### config.mk
export PLATFORM = sky130hd
export DESIGN_NAME = v_haar_stage_evaluator
export DESIGN_NICKNAME = d
export VERILOG_FILES = /design/src/rtl/v_haar_stage_evaluator.sv
export SDC_FILE = /design/constraint.sdc
export NUM_CORES = 1
export LEC_CHECK = 0
export CAP_MARGIN = 40
export CORE_MARGIN = 2
export CORE_UTILIZATION = 52
export CTS_BUF_LIST = sky130_fd_sc_hd__clkbuf_16
export DETAILED_ROUTE_END_ITERATION = 8
export PLACE_DENSITY = 0.86
export SETUP_SLACK_MARGIN = 0.3
export SYNTH_ARGS = -nofsm -noshare
export SYNTH_HDL_FRONTEND = slang
export SYNTH_SLANG_ARGS = --single-unit
export TNS_END_PERCENT = 100
### constraint.sdc
create_clock -name clk_fpga -period 3.96 [get_ports clk_fpga]
set_clock_uncertainty 0.05 [all_clocks]
set_input_delay 0.792 -clock clk_fpga [delete_from_list [all_inputs] [get_ports clk_fpga]]
set_output_delay 0.792 -clock clk_fpga [all_outputs]
set_load 0.05 [all_outputs]
### src/rtl/v_haar_stage_evaluator.sv
// rtl/v_haar_stage_evaluator.sv - Haar cascade stage evaluator: leaf selection, stage sum and pass/fail decision
module v_haar_stage_evaluator #(
    parameter int DATA_WIDTH_12            = 12,
    parameter int DATA_WIDTH_16            = 16,
    parameter int ACC_WIDTH                = 20,
    parameter int NUM_PARAM_PER_CLASSIFIER = 19,
    parameter int NUM_STAGE_THRESHOLD      = 3,
    parameter int NUM_CLASSIFIERS          = 32,
    parameter int THR_OFFSET               = 15
) (
    input  logic                     clk_fpga,
    input  logic                     reset_fpga,
    input  logic                     i_start,
    output logic                     o_rden,
    input  logic                     i_db_valid,
    input  logic [DATA_WIDTH_12-1:0] i_db_data,
    input  logic                     i_feature_valid,
    input  logic [DATA_WIDTH_16-1:0] i_feature_value,
    output logic                     o_busy,
    output logic                     o_done,
    output logic                     o_pass,
    output logic [ACC_WIDTH-1:0]     o_stage_sum,
    output logic                     o_error
);

    // One counter serves both the classifier records and the trailing stage words.
    localparam int WORD_MAX = (NUM_PARAM_PER_CLASSIFIER > NUM_STAGE_THRESHOLD) ?
                              NUM_PARAM_PER_CLASSIFIER : NUM_STAGE_THRESHOLD;
    localparam int WORD_W   = (WORD_MAX > 1) ? $clog2(WORD_MAX) : 1;
    localparam int CLS_W    = (NUM_CLASSIFIERS > 1) ? $clog2(NUM_CLASSIFIERS) : 1;

    localparam logic [WORD_W-1:0] W_NODE_THR   = WORD_W'(THR_OFFSET);
    localparam logic [WORD_W-1:0] W_LEAF_L     = WORD_W'(THR_OFFSET + 1);
    localparam logic [WORD_W-1:0] W_LEAF_R     = WORD_W'(THR_OFFSET + 2);
    localparam logic [WORD_W-1:0] W_LAST_PARAM = WORD_W'(NUM_PARAM_PER_CLASSIFIER - 1);
    localparam logic [WORD_W-1:0] W_LAST_STAGE = WORD_W'(NUM_STAGE_THRESHOLD - 1);
    localparam logic [CLS_W-1:0]  C_LAST       = CLS_W'(NUM_CLASSIFIERS - 1);

    typedef enum logic [2:0] {
        S_IDLE,
        S_LOAD,
        S_WAIT_FEAT,
        S_ACCUM,
        S_LOAD_THR,
        S_DECIDE
    } state_t;

    state_t                   state_q, state_d;
    logic [WORD_W-1:0]        word_cnt_q, word_cnt_d;
    logic [CLS_W-1:0]         cls_cnt_q, cls_cnt_d;
    logic [DATA_WIDTH_12-1:0] node_thr_q, node_thr_d;
    logic [DATA_WIDTH_12-1:0] leaf_l_q, leaf_l_d;
    logic [DATA_WIDTH_12-1:0] leaf_r_q, leaf_r_d;
    logic [DATA_WIDTH_12-1:0] stage_thr_q, stage_thr_d;
    logic [DATA_WIDTH_16-1:0] feat_q, feat_d;
    logic                     pend_q, pend_d;
    logic [ACC_WIDTH-1:0]     acc_q, acc_d;
    logic                     busy_q, busy_d;
    logic                     done_q, done_d;
    logic                     pass_q, pass_d;
    logic [ACC_WIDTH-1:0]     sum_q, sum_d;
    logic                     error_q, error_d;

    // Sign-extended views of the 12-bit database fields.
    logic [DATA_WIDTH_16-1:0] node_thr_ext;
    logic [ACC_WIDTH-1:0]     leaf_l_ext;
    logic [ACC_WIDTH-1:0]     leaf_r_ext;
    logic [ACC_WIDTH-1:0]     stage_thr_ext;
    logic                     take_left;

    assign node_thr_ext  = {{(DATA_WIDTH_16 - DATA_WIDTH_12){node_thr_q[DATA_WIDTH_12-1]}}, node_thr_q};
    assign leaf_l_ext    = {{(ACC_WIDTH - DATA_WIDTH_12){leaf_l_q[DATA_WIDTH_12-1]}}, leaf_l_q};
    assign leaf_r_ext    = {{(ACC_WIDTH - DATA_WIDTH_12){leaf_r_q[DATA_WIDTH_12-1]}}, leaf_r_q};
    assign stage_thr_ext = {{(ACC_WIDTH - DATA_WIDTH_12){stage_thr_q[DATA_WIDTH_12-1]}}, stage_thr_q};
    // A feature equal to the node threshold falls to the right leaf.
    assign take_left     = $signed(feat_q) < $signed(node_thr_ext);

    // Next-state logic: sequencing, feature capture, accumulation and decision.
    always_comb begin
        state_d     = state_q;
        word_cnt_d  = word_cnt_q;
        cls_cnt_d   = cls_cnt_q;
        node_thr_d  = node_thr_q;
        leaf_l_d    = leaf_l_q;
        leaf_r_d    = leaf_r_q;
        stage_thr_d = stage_thr_q;
        feat_d      = feat_q;
        pend_d      = pend_q;
        acc_d       = acc_q;
        busy_d      = busy_q;
        done_d      = 1'b0;
        pass_d      = pass_q;
        sum_d       = sum_q;
        error_d     = error_q;

        // A start outside IDLE is a protocol violation and does not restart.
        if (i_start && (state_q != S_IDLE)) begin
            error_d = 1'b1;
        end

        // Feature capture runs alongside the database sequencing; a second
        // response before the first is consumed is dropped and flagged.
        if (busy_q && i_feature_valid) begin
            if (!pend_q) begin
                feat_d = i_feature_value;
                pend_d = 1'b1;
            end else begin
                error_d = 1'b1;
            end
        end

        case (state_q)
            S_IDLE: begin
                if (i_start) begin
                    state_d    = S_LOAD;
                    acc_d      = '0;
                    word_cnt_d = '0;
                    cls_cnt_d  = '0;
                    pend_d     = 1'b0;
                    pass_d     = 1'b0;
                    sum_d      = '0;
                    error_d    = 1'b0;
                    busy_d     = 1'b1;
                end
            end

            S_LOAD: begin
                if (i_db_valid) begin
                    if (word_cnt_q == W_NODE_THR) node_thr_d = i_db_data;
                    if (word_cnt_q == W_LEAF_L)   leaf_l_d   = i_db_data;
                    if (word_cnt_q == W_LEAF_R)   leaf_r_d   = i_db_data;
                    if (word_cnt_q == W_LAST_PARAM) begin
                        word_cnt_d = '0;
                        state_d    = pend_q ? S_ACCUM : S_WAIT_FEAT;
                    end else begin
                        word_cnt_d = word_cnt_q + WORD_W'(1);
                    end
                end
            end

            S_WAIT_FEAT: begin
                if (pend_q) begin
                    state_d = S_ACCUM;
                end
            end

            S_ACCUM: begin
                acc_d  = acc_q + (take_left ? leaf_l_ext : leaf_r_ext);
                pend_d = 1'b0;
                if (cls_cnt_q == C_LAST) begin
                    cls_cnt_d = '0;
                    state_d   = S_LOAD_THR;
                end else begin
                    cls_cnt_d = cls_cnt_q + CLS_W'(1);
                    state_d   = S_LOAD;
                end
            end

            S_LOAD_THR: begin
                if (i_db_valid) begin
                    if (word_cnt_q == '0) stage_thr_d = i_db_data;
                    if (word_cnt_q == W_LAST_STAGE) begin
                        word_cnt_d = '0;
                        state_d    = S_DECIDE;
                    end else begin
                        word_cnt_d = word_cnt_q + WORD_W'(1);
                    end
                end
            end

            S_DECIDE: begin
                pass_d  = $signed(acc_q) >= $signed(stage_thr_ext);
                sum_d   = acc_q;
                done_d  = 1'b1;
                busy_d  = 1'b0;
                state_d = S_IDLE;
                if (pend_q) error_d = 1'b1;
            end

            default: begin
                state_d = S_IDLE;
            end
        endcase
    end

    // State register with synchronous active-low reset; reset aborts any evaluation.
    always_ff @(posedge clk_fpga) begin
        if (!reset_fpga) begin
            state_q     <= S_IDLE;
            word_cnt_q  <= '0;
            cls_cnt_q   <= '0;
            node_thr_q  <= '0;
            leaf_l_q    <= '0;
            leaf_r_q    <= '0;
            stage_thr_q <= '0;
            feat_q      <= '0;
            pend_q      <= 1'b0;
            acc_q       <= '0;
            busy_q      <= 1'b0;
            done_q      <= 1'b0;
            pass_q      <= 1'b0;
            sum_q       <= '0;
            error_q     <= 1'b0;
        end else begin
            state_q     <= state_d;
            word_cnt_q  <= word_cnt_d;
            cls_cnt_q   <= cls_cnt_d;
            node_thr_q  <= node_thr_d;
            leaf_l_q    <= leaf_l_d;
            leaf_r_q    <= leaf_r_d;
            stage_thr_q <= stage_thr_d;
            feat_q      <= feat_d;
            pend_q      <= pend_d;
            acc_q       <= acc_d;
            busy_q      <= busy_d;
            done_q      <= done_d;
            pass_q      <= pass_d;
            sum_q       <= sum_d;
            error_q     <= error_d;
        end
    end

    assign o_rden      = (state_q == S_LOAD) || (state_q == S_LOAD_THR);
    assign o_busy      = busy_q;
    assign o_done      = done_q;
    assign o_pass      = pass_q;
    assign o_stage_sum = sum_q;
    assign o_error     = error_q;

endmodule

; After elaboration in Yosys (flattened, before gate mapping)
; Index checks and enable logic that the tools add are counted.
[word_totals]
ff_bits = 122
inputBits = 33
output_inout_bits = 25
elab_cells = 91
[classes]
n_addsub = 3
order_cmp = 2
eq_ne = 17
muxes = 35
bitwise_logic = 1
reduce_logical = 18
[op_table]
columns = operator, count
row1 = $pmux W20 S2, 2
row2 = $mux W20, 2
row3 = $mux W5, 6
row4 = $mux W3, 7
row5 = $add A20 B20 Y20, 1
row6 = $eq A5 B5 Y1 const B, 4
row7 = $ge A20 B12 Y1, 1
row8 = $lt A16 B12 Y1, 1
row9 = $pmux W3 S5, 1
row10 = $pmux W5 S3, 1
row11 = $ne A2 B2 Y1 const B, 6
row12 = $reduce_and A3 Y1, 4
row13 = $mux W1, 11
row14 = $add A5 B1 Y5 const B, 2
row15 = $pmux W5 S2, 1
row16 = $pmux W1 S2, 4
row17 = $eq A3 B2 Y1 const B, 2
row18 = $eq A3 B3 Y1 const B, 2
row19 = $reduce_and A2 Y1, 3
row20 = $reduce_and A6 Y1, 1
row21 = $reduce_bool A3 Y1, 2
row22 = $eq A5 B2 Y1 const B, 1
row23 = $eq A5 B4 Y1 const B, 1
row24 = $logic_not A5 Y1, 1
row25 = other kinds (7), 9

; Longest topological paths before layout
; Gate-level depths: netlist of run 1.
[logic_depth]
ltp_word = 7
ltp_mapped = 22
ltp_nobuf = 21

; Worst setup path after synthesis of run 1
; Ideal clock, no wire load.
[synth_timing]
kind = reg-to-reg
from = register node_thr_q[6]
to = register acc_q[16]
setup_time_ns = 0.117
arrival_ns = 3.987
required_ns = 3.793
slack_ns = -0.194
stages_incl_launch_ff = 23
n_path_buf = 1
period_less_slack_ns = 4.154
cell_sequence = dfxtp_1 inv_1 ha_1 and3_2 a211oi_1 o21ai_0 a31oi_1 o211ai_1 o21a_1 buf_2 mux2_2 ha_1 inv_1 fa_1 nand3b_1 a21o_1 a21oi_1 o21ai_1 o31ai_1 a2111o_1 and2_1 xnor2_1 o21ai_1
[synth_between]
elab_chain_len = 4
[synth_rtl]
columns = item, line_no
row1 = "start, declared", 51  ; logic [DATA_WIDTH_12-1:0] node_thr_q, node_thr_d;
row2 = "start signal, assigned", 208  ; node_thr_q <= node_thr_d;
row3 = $lt A16 B12 Y1, 76  ; assign take_left = $signed(feat_q) < $signed(node_thr_ext);
row4 = $mux W20, 148  ; acc_d = acc_q + (take_left ? leaf_l_ext : leaf_r_ext);
row5 = $add A20 B20 Y20, 148
row6 = $pmux W20 S2, 112  ; case (state_q)
row7 = "end signal, assigned", 198  ; acc_q <= '0;
row8 = "end signal, assigned", 214  ; acc_q <= acc_d;
row9 = "end, declared", 57  ; logic [ACC_WIDTH-1:0] acc_q, acc_d;
; No other way between the ends.
; A chain may end at the register's enable or synchronous reset.

; Worst setup path after layout of run 1
[layout_timing]
from = register node_thr_q[8]
to = register acc_q[18]
; Same word-level chain as after synthesis.

==> results.json, run 1 <==
{
  "grt_pass1_vias": 5549,
  "core_mm2": 0.01206,
  "antenna_found_initial": 0,
  "synth.area.top_cells": "dfxtp_1 38%, ha_1 12%, mux2i_1 7.9%",
  "hold_viol_final": 0,
  "dieArea_mm2": 0.01336,
  "synth_enable_flop_cells": 0,
  "multi_input_area_mm2": 0.004090,
  "finalSetupViolations": 8,
  "layout_min_cycle_time_ps": 4297,
  "required_ps": 4210,
  "setup.worst_path.start": "node_thr_q[8]",
  "seqCellArea_mm2": 0.002455,
  "cap_violations": 0,
  "place.gp.congestion": 0.9111,
  "gr-usage-all-layers": 0.2525,
  "clk_pin_slew_worst_paths_ps": 50,
  "dieWidth_um": 115.6,
  "antenna_cells": 0,
  "netlist.top_cell.by_area": "dfxtp_1",
  "clkLatencyLatePin_ps": 430,
  "numClockSinks": 122,
  "die_h_um": 115.6,
  "cts_buffer_depth": 2,
  "wl_per_cell_um": 16.69,
  "cp_max_fo": 5,
  "r2r_start": "node_thr_q[8]",
  "hold_buffers": 0,
  "status": "finished, violations left",
  "synth_top_cell_area_share": 0.3773,
  "grt-ovfl-total": 0,
  "async_flop_share": 0,
  "fp-row-count": 40,
  "worstMarginPinSlew_ps": 872.7,
  "dp_slack_ps": -371.9,
  "cts-root-buf": "clkbuf_16",
  "ys_seq_elements": 122,
  "cp-end-kind": "flop",
  "hold_class": "reg -> reg",
  "drcViolationCount": 0,
  "syn-num-nets": 825,
  "ys.warnings.count": 0,
  "timing.fmax_mhz": 232.7,
  "ys_types": 62,
  "port_buffers": 57,
  "yosysSeqAreaShare": 0.3773,
  "max_stage_delay_ps": 470,
  "fill_cells": 838,
  "grt_max_degree": 50,
  "syn_area_mm2": 0.006474,
  "antenna_left": 0,
  "slew_violations": 0,
  "fin_util": 0.6938,
  "ys.flop_type": "dfxtp_1",
  "grt_first_pass_wirelength_mm": 26.28,
  "initial_utilization": 0.5367,
  "cts_inserted_buffers": 17,
  "peakVddDrop_mv": 0.2644,
  "cp_slowest_cell": "a2111o_1",
  "r2r_end": "acc_q[18]",
  "drt_first_pass_iters": 7,
  "power.density_mw_per_mm2": 407.3,
  "via_per_inst": 5.718,
  "critPathArrivalTime_ps": 4550,
  "fin_crit_sh": 1.085,
  "drt-initial-drc-count": 462,
  "syn_inst": 728,
  "path_cells": "inv_2 -> ha_1 -> a21o_1 -> a21o_1 -> a21o_1 -> a21oi_2 -> o211ai_1 -> o21a_2 -> buf_4 -> mux2_2 -> ha_4 -> a21oi_1 -> a21o_1 -> a21oi_2 -> o21ai_2 -> o31ai_4 -> a2111o_1 -> a31oi_2 -> mux2i_1 -> nor2_1",
  "violations": "negative setup slack",
  "reg2reg_slack_ps": -340,
  "drt-total-wl_mm": 16.63,
  "fin_nets": 913,
  "htree_levels": 4,
  "avgSynthCellArea_um2": 8.892,
  "crit_end": "acc_q[18]",
  "dp_hpwl_mm": 10.80,
  "pin_count": 58,
  "num_vias": 5695,
  "syn2layout_area_growth_pct": 29.26,
  "worst_slack_ps": -336.7,
  "rsz0062_at_grt": "yes",
  "p_leak_nw": 3.848,
  "cts_tree": "done",
  "start_kind": "flop",
  "r2r_cells": 20,
  "slew_headroom": 0.4182,
  "drive_above_1_share": 0.1872,
  "cp_common_cell": "a21o_1",
  "path_class": "reg -> reg"
}
## layout by cell type, fill, tap and decap left out, types with 4 or more instances in the layout
cell             instances
nand2b_1                 7
inv_1                   34
mux2_2                   8
clkinv_2                 4
dfxtp_2                 10
clkbuf_16               17
o21ai_1                  4
xnor2_1                 10
a21oi_2                  4
nand2_1                 56
nor2b_1                  5
a22o_1                  20
a21o_1                  21
a21oi_1                 51
o21ai_0                 17
nand4_1                  7
nor3_1                  10
nor2_1                  93
inv_2                    9
a22oi_1                 14
xor2_1                   6
dfxtp_1                112
mux2i_1                 51
o21ai_2                  4
nand3_1                  7
buf_4                   42
ha_1                    51
ha_4                    12
clkdlybuf4s50_1         57
## worst min-delay path by stage
| stage | startpoint | endpoint | slack, ps | cells past startpoint |
|---|---|---|---|---|
| 2_1_floorplan | cls_cnt_q[3] | cls_cnt_q[3] | 360 | 1 |
| 3_3_place_gp | cls_cnt_q[3] | cls_cnt_q[3] | 380 | 1 |
| 3_5_place_dp | cls_cnt_q[3] | cls_cnt_q[3] | 390 | 1 |
| 4_1_cts | cls_cnt_q[3] | cls_cnt_q[3] | 400 | 1 |
| 5_1_grt | cls_cnt_q[3] | cls_cnt_q[3] | 420 | 1 |
| 6_report | feat_q[0] | feat_q[0] | 410 | 2 |
## logic make-up after synthesis
kind of cell / share of synthesized area
AOI/OAI and AO/OA: 0.1707
xor gates and xnor gates: 0.02435
adders and majority gates: 0.1249
buffers and inverters: 0.04426
DFF: 0.3773
muxes: 0.09799
and+or+nand+nor: 0.1606
## critical path: cells and delay by family, from the launching register on
family | cells | cell delay [ps]
compound gates | 13 | 2590
fa+ha+maj | 2 | 390
buf+inv | 2 | 210
flops | 1 | 330
mux | 2 | 540
simple gates | 1 | 60
## through the flow
| step | TNS, ps | power (mW) | hold WS (ps) | instance area (µm²) | instances |
|---|---|---|---|---|---|
| 2_1_floorplan | 0 | 1.677 | 364.1 | 6523 | 728 |
| 3_3_place_gp | -961.0 | 1.831 | 381.6 | 7398 | 953 |
| 3_5_place_dp | -2434 | 1.846 | 389.5 | 7406 | 954 |
| 4_1_cts | -412.5 | 3.361 | 397.3 | 8180 | 991 |
| 5_1_grt | -2734 | 3.523 | 415.6 | 8368 | 996 |
| 6_report | -1439 | 3.409 | 405.7 | 8368 | 996 |
## registers in the layout, summed over array words and instances (netlist names)
register,count
acc_q,20
cls_cnt_q,5
feat_q,16
leaf_l_q,12
leaf_r_q,12
node_thr_q,12
o_busy,1
o_done,1
o_error,1
o_pass,1
o_stage_sum,20
pend_q,1
stage_thr_q,12
state_q,3
word_cnt_q,5
## routing by layer
layer	GRT usage	vias to the layer above	routed length, µm
li1	-	2749	-
met1	0.3001	2712	6864
met2	0.4285	186	8426
met3	0.05962	48	893
met4	0.1237	0	442
met5	0	-	0
## power by group
group          switching, mW  total [mW]  internal, mW
clock                  0.545        1.51         0.963
sequential            0.0407        1.30          1.26
combinational          0.337       0.600         0.263
total                  0.923        3.41          2.49
## cell type report
| type | instances | share of cell area |
|---|---|---|
| multi-input cells | 535 | 0.4888 |
| flip-flops and latches | 122 | 0.2934 |
| repair buffers | 100 | 0.1072 |
| clock buffers | 17 | 0.05084 |
| well taps | 168 | 0.02512 |
| inverters | 40 | 0.01794 |
| clock inverters | 14 | 0.01675 |
## Yosys cell counts (5+ instances only)
master	n
a22oi_1	14
o21ai_0	23
nand2_1	59
dfxtp_1	122
ha_1	63
nand2b_1	7
xnor2_1	11
mux2_2	11
inv_1	39
buf_2	8
nor3_1	12
xor2_1	7
a211oi_1	5
a21o_1	21
nor2b_1	6
nand4_1	7
nand3_1	8
a21oi_1	55
clkbuf_1	21
a22o_1	20
mux2i_1	51
nor2_1	96
## timing repair
action                                  4_1_cts  5_1_grt
pin swaps                                    16       24
setup buffers                                 6        5
resized for setup                            31       34
endpoints found under the setup margin       14       14
(Power assumes the default switching activity.)
==> run 2, diff against run 1 <==
--- a/config.mk
+++ b/config.mk
@@ -7,10 +7,11 @@
 export LEC_CHECK = 0
 export CAP_MARGIN = 40
 export CORE_MARGIN = 2
-export CORE_UTILIZATION = 52
+export CORE_UTILIZATION = 40
 export CTS_BUF_LIST = sky130_fd_sc_hd__clkbuf_16
 export DETAILED_ROUTE_END_ITERATION = 8
-export PLACE_DENSITY = 0.86
+export HOLD_SLACK_MARGIN = 0.06
+export PLACE_DENSITY = 0.71
 export SETUP_SLACK_MARGIN = 0.3
 export SYNTH_ARGS = -nofsm -noshare
 export SYNTH_HDL_FRONTEND = slang
==> results.json, run 2 (synthesis results as in run 1) <==
{
  "antenna_found_initial": 0,
  "final_common_cell": "dfxtp_1",
  "hold_viol_final": 0,
  "met1_usage": 0.2374,
  "power.density_mw_per_mm2": 383.1,
  "place.gp.congestion": 0.8589,
  "grt-ovfl-total": 0,
  "postLayoutCellArea_mm2": 0.008626,
  "grt_util_met2": 0.2982,
  "critical-path-top-delay-family": "compound AO/OA/AOI/OAI gates",
  "clk_pin_slew_worst_paths_ps": 60,
  "cts_buffer_depth": 2,
  "r2r_end": "acc_q[18]",
  "met3_usage": 0.03318,
  "p_leak_nw": 3.917,
  "busiest_layer": "met2",
  "drcViolationCount": 0,
  "fin_nets": 926,
  "required_ps": 4180,
  "path_class": "reg -> reg",
  "max_stage_delay_ps": 400,
  "via_per_inst": 5.207,
  "grt_first_pass_wirelength_mm": 25.41,
  "cap_violations": 0,
  "antenna_left": 0,
  "hp-start": "cls_cnt_q[3]",
  "drt-initial-drc-count": 318,
  "placed_cell_area_mm2": 0.007507,
  "pin_count": 58,
  "grt_pass1_vias": 5100,
  "cp_slowest_cell": "a2111o_1",
  "p_int_mw": 2.380,
  "worstMarginPinSlew_ps": 757.5,
  "combPwrFrac": 0.192,
  "path_cells": "inv_2 -> ha_4 -> and3_4 -> a211oi_2 -> o21ai_2 -> a31oi_4 -> o211ai_1 -> o21a_4 -> mux2_4 -> ha_4 -> inv_2 -> fa_2 -> nand3b_1 -> a21o_1 -> a21oi_2 -> o21ai_2 -> o31ai_4 -> a2111o_1 -> a31oi_1 -> mux2i_1 -> nor2_1",
  "rsz0062_at_grt": "yes",
  "num_vias": 5509,
  "layout_min_cycle_time_ps": 4107,
  "cts-root-buf": "clkbuf_16",
  "slew_violations": 0,
  "status": "finished, violations left",
  "fp-row-count": 46,
  "cts_inserted_buffers": 17,
  "power_switching_mw": 0.9244,
  "drt-total-wl_mm": 16.03,
  "most-common-layout-cells": "112 x dfxtp_1, 94 x nor2_1, 57 x clkdlybuf4s50_1",
  "reg2reg_slack_ps": -150,
  "fin_crit_sh": 1.037,
  "seqPwrFrac": 0.393,
  "peakVddDrop_mv": 0.2720,
  "p_sw_frac": 0.2797,
  "start_kind": "flop",
  "initial_utilization": 0.4090,
  "wl_per_cell_um": 15.15,
  "r2r_cells": 21,
  "hold_buffers": 0,
  "critPathArrivalTime_ps": 4330,
  "critPathBufInv": 2,
  "drt_first_pass_iters": 5,
  "grt_max_degree": 68,
  "numClockSinks": 122,
  "dieArea_mm2": 0.01722,
  "drive_above_1_share": 0.2090,
  "cp_max_fo": 5,
  "violations": "negative setup slack",
  "hold_class": "reg -> reg",
  "slew_headroom": 0.4938,
  "dp_hpwl_mm": 10.64,
  "timing.fmax_mhz": 243.5,
  "hold_path_end": "cls_cnt_q[3]",
  "dp_slack_ps": -343.3,
  "htree_levels": 4,
  "cts_tree": "done",
  "r2r_start": "node_thr_q[5]",
  "die_h_um": 131.2,
  "finalSetupViolations": 9,
  "gr-usage-all-layers": 0.1816,
  "port_buffers": 57,
  "syn2layout_area_growth_pct": 33.24,
  "dieWidth_um": 131.2,
  "core_mm2": 0.01583,
  "worst_slack_ps": -146.9,
  "antenna_cells": 0,
  "cp-end-kind": "flop",
  "fin_util": 0.5450,
  "whs_path_depth": 1,
  "clkLatencyLatePin_ps": 420,
  "clock_power_share": 0.414
}
==> run 2: changes by cell type in the layout (fill, tap and decap cells not counted), sizes merged <==
cell / before / now
clkinv: 7 / 9
bufinv: 3 / 1
clkinvlp: 1 / 2
buf: 43 / 55
o21a: 3 / 4
==> run 2: how the worst max path moves through the flow <==
stage | from | endpoint | slack, ps | depth (start not counted)
2_1_floorplan | node_thr_q[5] | acc_q[18] | 4 | 22
3_5_place_dp | node_thr_q[11] | acc_q[18] | -340 | 18
4_1_cts | node_thr_q[5] | acc_q[18] | -100 | 21
6_report | node_thr_q[5] | acc_q[18] | -150 | 21
3_3_place_gp | node_thr_q[9] | acc_q[18] | -270 | 19
5_1_grt | node_thr_q[5] | acc_q[18] | -430 | 21
==> run 2: area by class of cell <==
type,count,area (µm²)
timing repair buffer,112,1006
sequential,122,2457
fill,1367,7202
clock inverter,15,93.84
tap,216,270.3
inverter,40,157.7
clock buffer,17,425.4
multi-input combinational,536,4215
==> run 2: metrics by stage <==
step	TNS (ps)	total power, mW	hold WS [ps]	std cells
2_1_floorplan	0	1.677	364.1	728
3_3_place_gp	-1654	1.831	385.2	1005
3_5_place_dp	-2110	1.836	391.8	1007
4_1_cts	-439.7	3.258	399.0	1049
5_1_grt	-3034	3.444	424.4	1058
6_report	-609.9	3.305	402.5	1058
==> run 2: per-layer routing <==
| metal | part of all wire | wire, µm |
|---|---|---|
| met5 | 0 | 0 |
| met4 | 0.021 | 333 |
| met3 | 0.030 | 478 |
| met2 | 0.48 | 7634 |
| met1 | 0.47 | 7586 |
==> run 2: what timing repair did <==
item,CTS,global route
buffers inserted,9,9
endpoints found under the setup margin,14,14
gates resized for setup,33,55
pin swaps,21,27
gates cloned,1,0
==> run 2: power groups by stage <==
stage          Clock, mW  Combinational (mW)  Sequential (mW)
2_1_floorplan          0               0.362             1.31
3_3_place_gp           0               0.509             1.32
3_5_place_dp           0               0.514             1.32
4_1_cts             1.39               0.569             1.30
5_1_grt             1.45               0.688             1.31
6_report            1.37               0.635             1.30
==> run 2: worst register-to-register path, delay by kind of cell (launching register included) <==
family,cells,cell delay [ps]
AOI/OAI and AO/OA,11,2020
adders and majority gates,3,580
buffers and inverters,2,90
DFF,1,330
muxes,2,520
and+or+nand+nor,3,380
==> run 3, diff against run 2 <==
--- a/config.mk
+++ b/config.mk
@@ -10,7 +10,9 @@
 export CORE_UTILIZATION = 40
 export CTS_BUF_LIST = sky130_fd_sc_hd__clkbuf_16
 export DETAILED_ROUTE_END_ITERATION = 8
+export GPL_TIMING_DRIVEN = 0
 export HOLD_SLACK_MARGIN = 0.06
+export MAX_ROUTING_LAYER = met4
 export PLACE_DENSITY = 0.71
 export SETUP_SLACK_MARGIN = 0.3
 export SYNTH_ARGS = -nofsm -noshare
==> results.json, run 3 (synthesis results as in run 1) <==
{
  "status": "finished, violations left",
  "violations": "negative setup slack",
  "path_class": "reg -> reg",
  "clk_pin_slew_worst_paths_ps": 50,
  "clock_power_share": 0.468,
  "finalSetupViolations": 4,
  "cts-root-buf": "clkbuf_16",
  "hold_viol_final": 0,
  "cts_tree": "done",
  "drcViolationCount": 0,
  "max_stage_delay_ps": 470,
  "whs_path_depth": 2,
  "worstMarginPinSlew_ps": 789.4,
  "critPathArrivalTime_ps": 4470,
  "antenna_left": 0,
  "seqPwrFrac": 0.359,
  "dp_hpwl_mm": 11.31,
  "combPwrFrac": 0.173,
  "rsz0062_at_grt": "yes",
  "fill_cells": 1443,
  "initial_utilization": 0.4090,
  "slew_violations": 0,
  "die_h_um": 131.2,
  "dieWidth_um": 131.2,
  "cp_slowest_cell": "a2111o_1",
  "cp-end-kind": "flop",
  "grt_first_pass_wirelength_mm": 26.41,
  "cp_common_cell": "a21o_1",
  "r2r_cells": 22,
  "drt-total-wl_mm": 16.15,
  "fin_util": 0.5326,
  "gr-usage-all-layers": 0.1954,
  "layout_min_cycle_time_ps": 4230,
  "antenna_cells": 0,
  "hold_class": "reg -> reg",
  "cp_max_fo": 5,
  "via_per_inst": 5.191,
  "critPathBufInv": 3,
  "port_buffers": 57,
  "timing.fmax_mhz": 236.4,
  "grt_max_degree": 17,
  "power_switching_mw": 0.9497,
  "required_ps": 4200,
  "drt_first_pass_iters": 5,
  "htree_levels": 4,
  "start_kind": "flop",
  "cap_violations": 0,
  "final_common_cell": "dfxtp_1",
  "power.density_mw_per_mm2": 423.3,
  "most-common-layout-cells": "117 x dfxtp_1, 95 x nor2_1, 58 x nand2_1",
  "grt-ovfl-total": 0,
  "syn2layout_area_growth_pct": 30.23,
  "hold_ws_ps": 400.6,
  "numClockSinks": 122,
  "p_int_mw": 2.619,
  "wl_per_cell_um": 15.35,
  "fp-row-count": 46,
  "critical-path-top-delay-family": "compound AO/OA/AOI/OAI gates",
  "drt-initial-drc-count": 326,
  "cts_inserted_buffers": 17,
  "antenna_found_initial": 0,
  "worst_slack_ps": -270.3,
  "path_cells": "inv_2 -> ha_4 -> a21o_1 -> a21o_1 -> a21o_1 -> a21oi_2 -> o211ai_1 -> o21a_1 -> buf_6 -> mux2_4 -> ha_4 -> inv_2 -> fa_2 -> nand3b_1 -> a21o_1 -> a21oi_2 -> o21ai_2 -> o31ai_4 -> a2111o_1 -> a31oi_2 -> mux2i_1 -> nor2_1",
  "place.gp.congestion": 0.8956,
  "path_depth": 22,
  "p_leak_nw": 3.811,
  "drive_above_1_share": 0.1567,
  "core_mm2": 0.01583,
  "fin_crit_sh": 1.068,
  "peakVddDrop_mv": 0.3291,
  "dieArea_mm2": 0.01722,
  "clkLatencyLatePin_ps": 430,
  "p_sw_frac": 0.2661,
  "grt_pass1_vias": 5343,
  "slew_headroom": 0.4738,
  "fin_nets": 920,
  "num_vias": 5461,
  "cts_buffer_depth": 2,
  "pin_count": 58
}
run 3: path summary, 6_finish.rpt:
path / from / endpoint / slack [ps]
setup reg to reg: node_thr_q[9] / acc_q[18] / -270
hold reg to reg: feat_q[0] / feat_q[0] / 400
setup / recovery: node_thr_q[9] / acc_q[18] / -270
hold / removal: feat_q[0] / feat_q[0] / 400
run 3: area by class of cell:
class / count / area (µm²) / share of cell area
Clock buffer: 17 / 425.4 / 0.05046
Multi-Input combinational cell: 535 / 4069 / 0.4826
Buffer: 31 / 142.6 / 0.01692
Inverter: 40 / 152.6 / 0.01811
Sequential cell: 122 / 2449 / 0.2904
Tap cell: 216 / 270.3 / 0.03206
Timing Repair Buffer: 76 / 716.9 / 0.08504
Clock inverter: 15 / 205.2 / 0.02434
run 3: stage by stage:
stage	cells	setup WS, ps	area, µm²	power [mW]	setup TNS (ps)
floorplan	728	3.631	6523	1.677	0
detailed placement	1001	-556.7	7363	1.841	-2856
global route	1052	-403.9	8431	3.711	-2377
finish	1052	-270.3	8431	3.569	-821.1
CTS	1045	-255.0	8215	3.555	-1476
global placement	1001	-544.7	7363	1.839	-2712
run 3: routing by layer:
| metal | wire [µm] | track usage | up-vias | part of all wire |
|---|---|---|---|---|
| met1 | 7541 | 0.2383 | 2567 | 0.47 |
| met3 | 597 | 0.03974 | 19 | 0.037 |
| met4 | 265 | 0.08092 | 0 | 0.016 |
| li1 | - | - | 2766 | - |
| met2 | 7748 | 0.3164 | 109 | 0.48 |
| met5 | 0 | - | - | 0 |
run 3: power by group through the flow:
stage	clock, mW	sequential (mW)	combinational, mW
final	1.67	1.28	0.616
after global routing	1.75	1.29	0.672
after CTS	1.69	1.28	0.580
after detailed placement	0	1.31	0.535
after global placement	0	1.31	0.533
after floorplan	0	1.31	0.362
run 3: what timing repair did:
item                       4_1_cts  5_1_grt
gates resized for setup         26       32
pin swaps                       20       27
cloned                           1        0
setup endpoints to repair       13       15
setup buffers                   11        7
hold buffers                     0        0
run 3: worst min-delay path, cell delays in order (launching register included):
cell and delay (ps):
dfxtp_1 300, nand2_1 50, a21oi_1 50
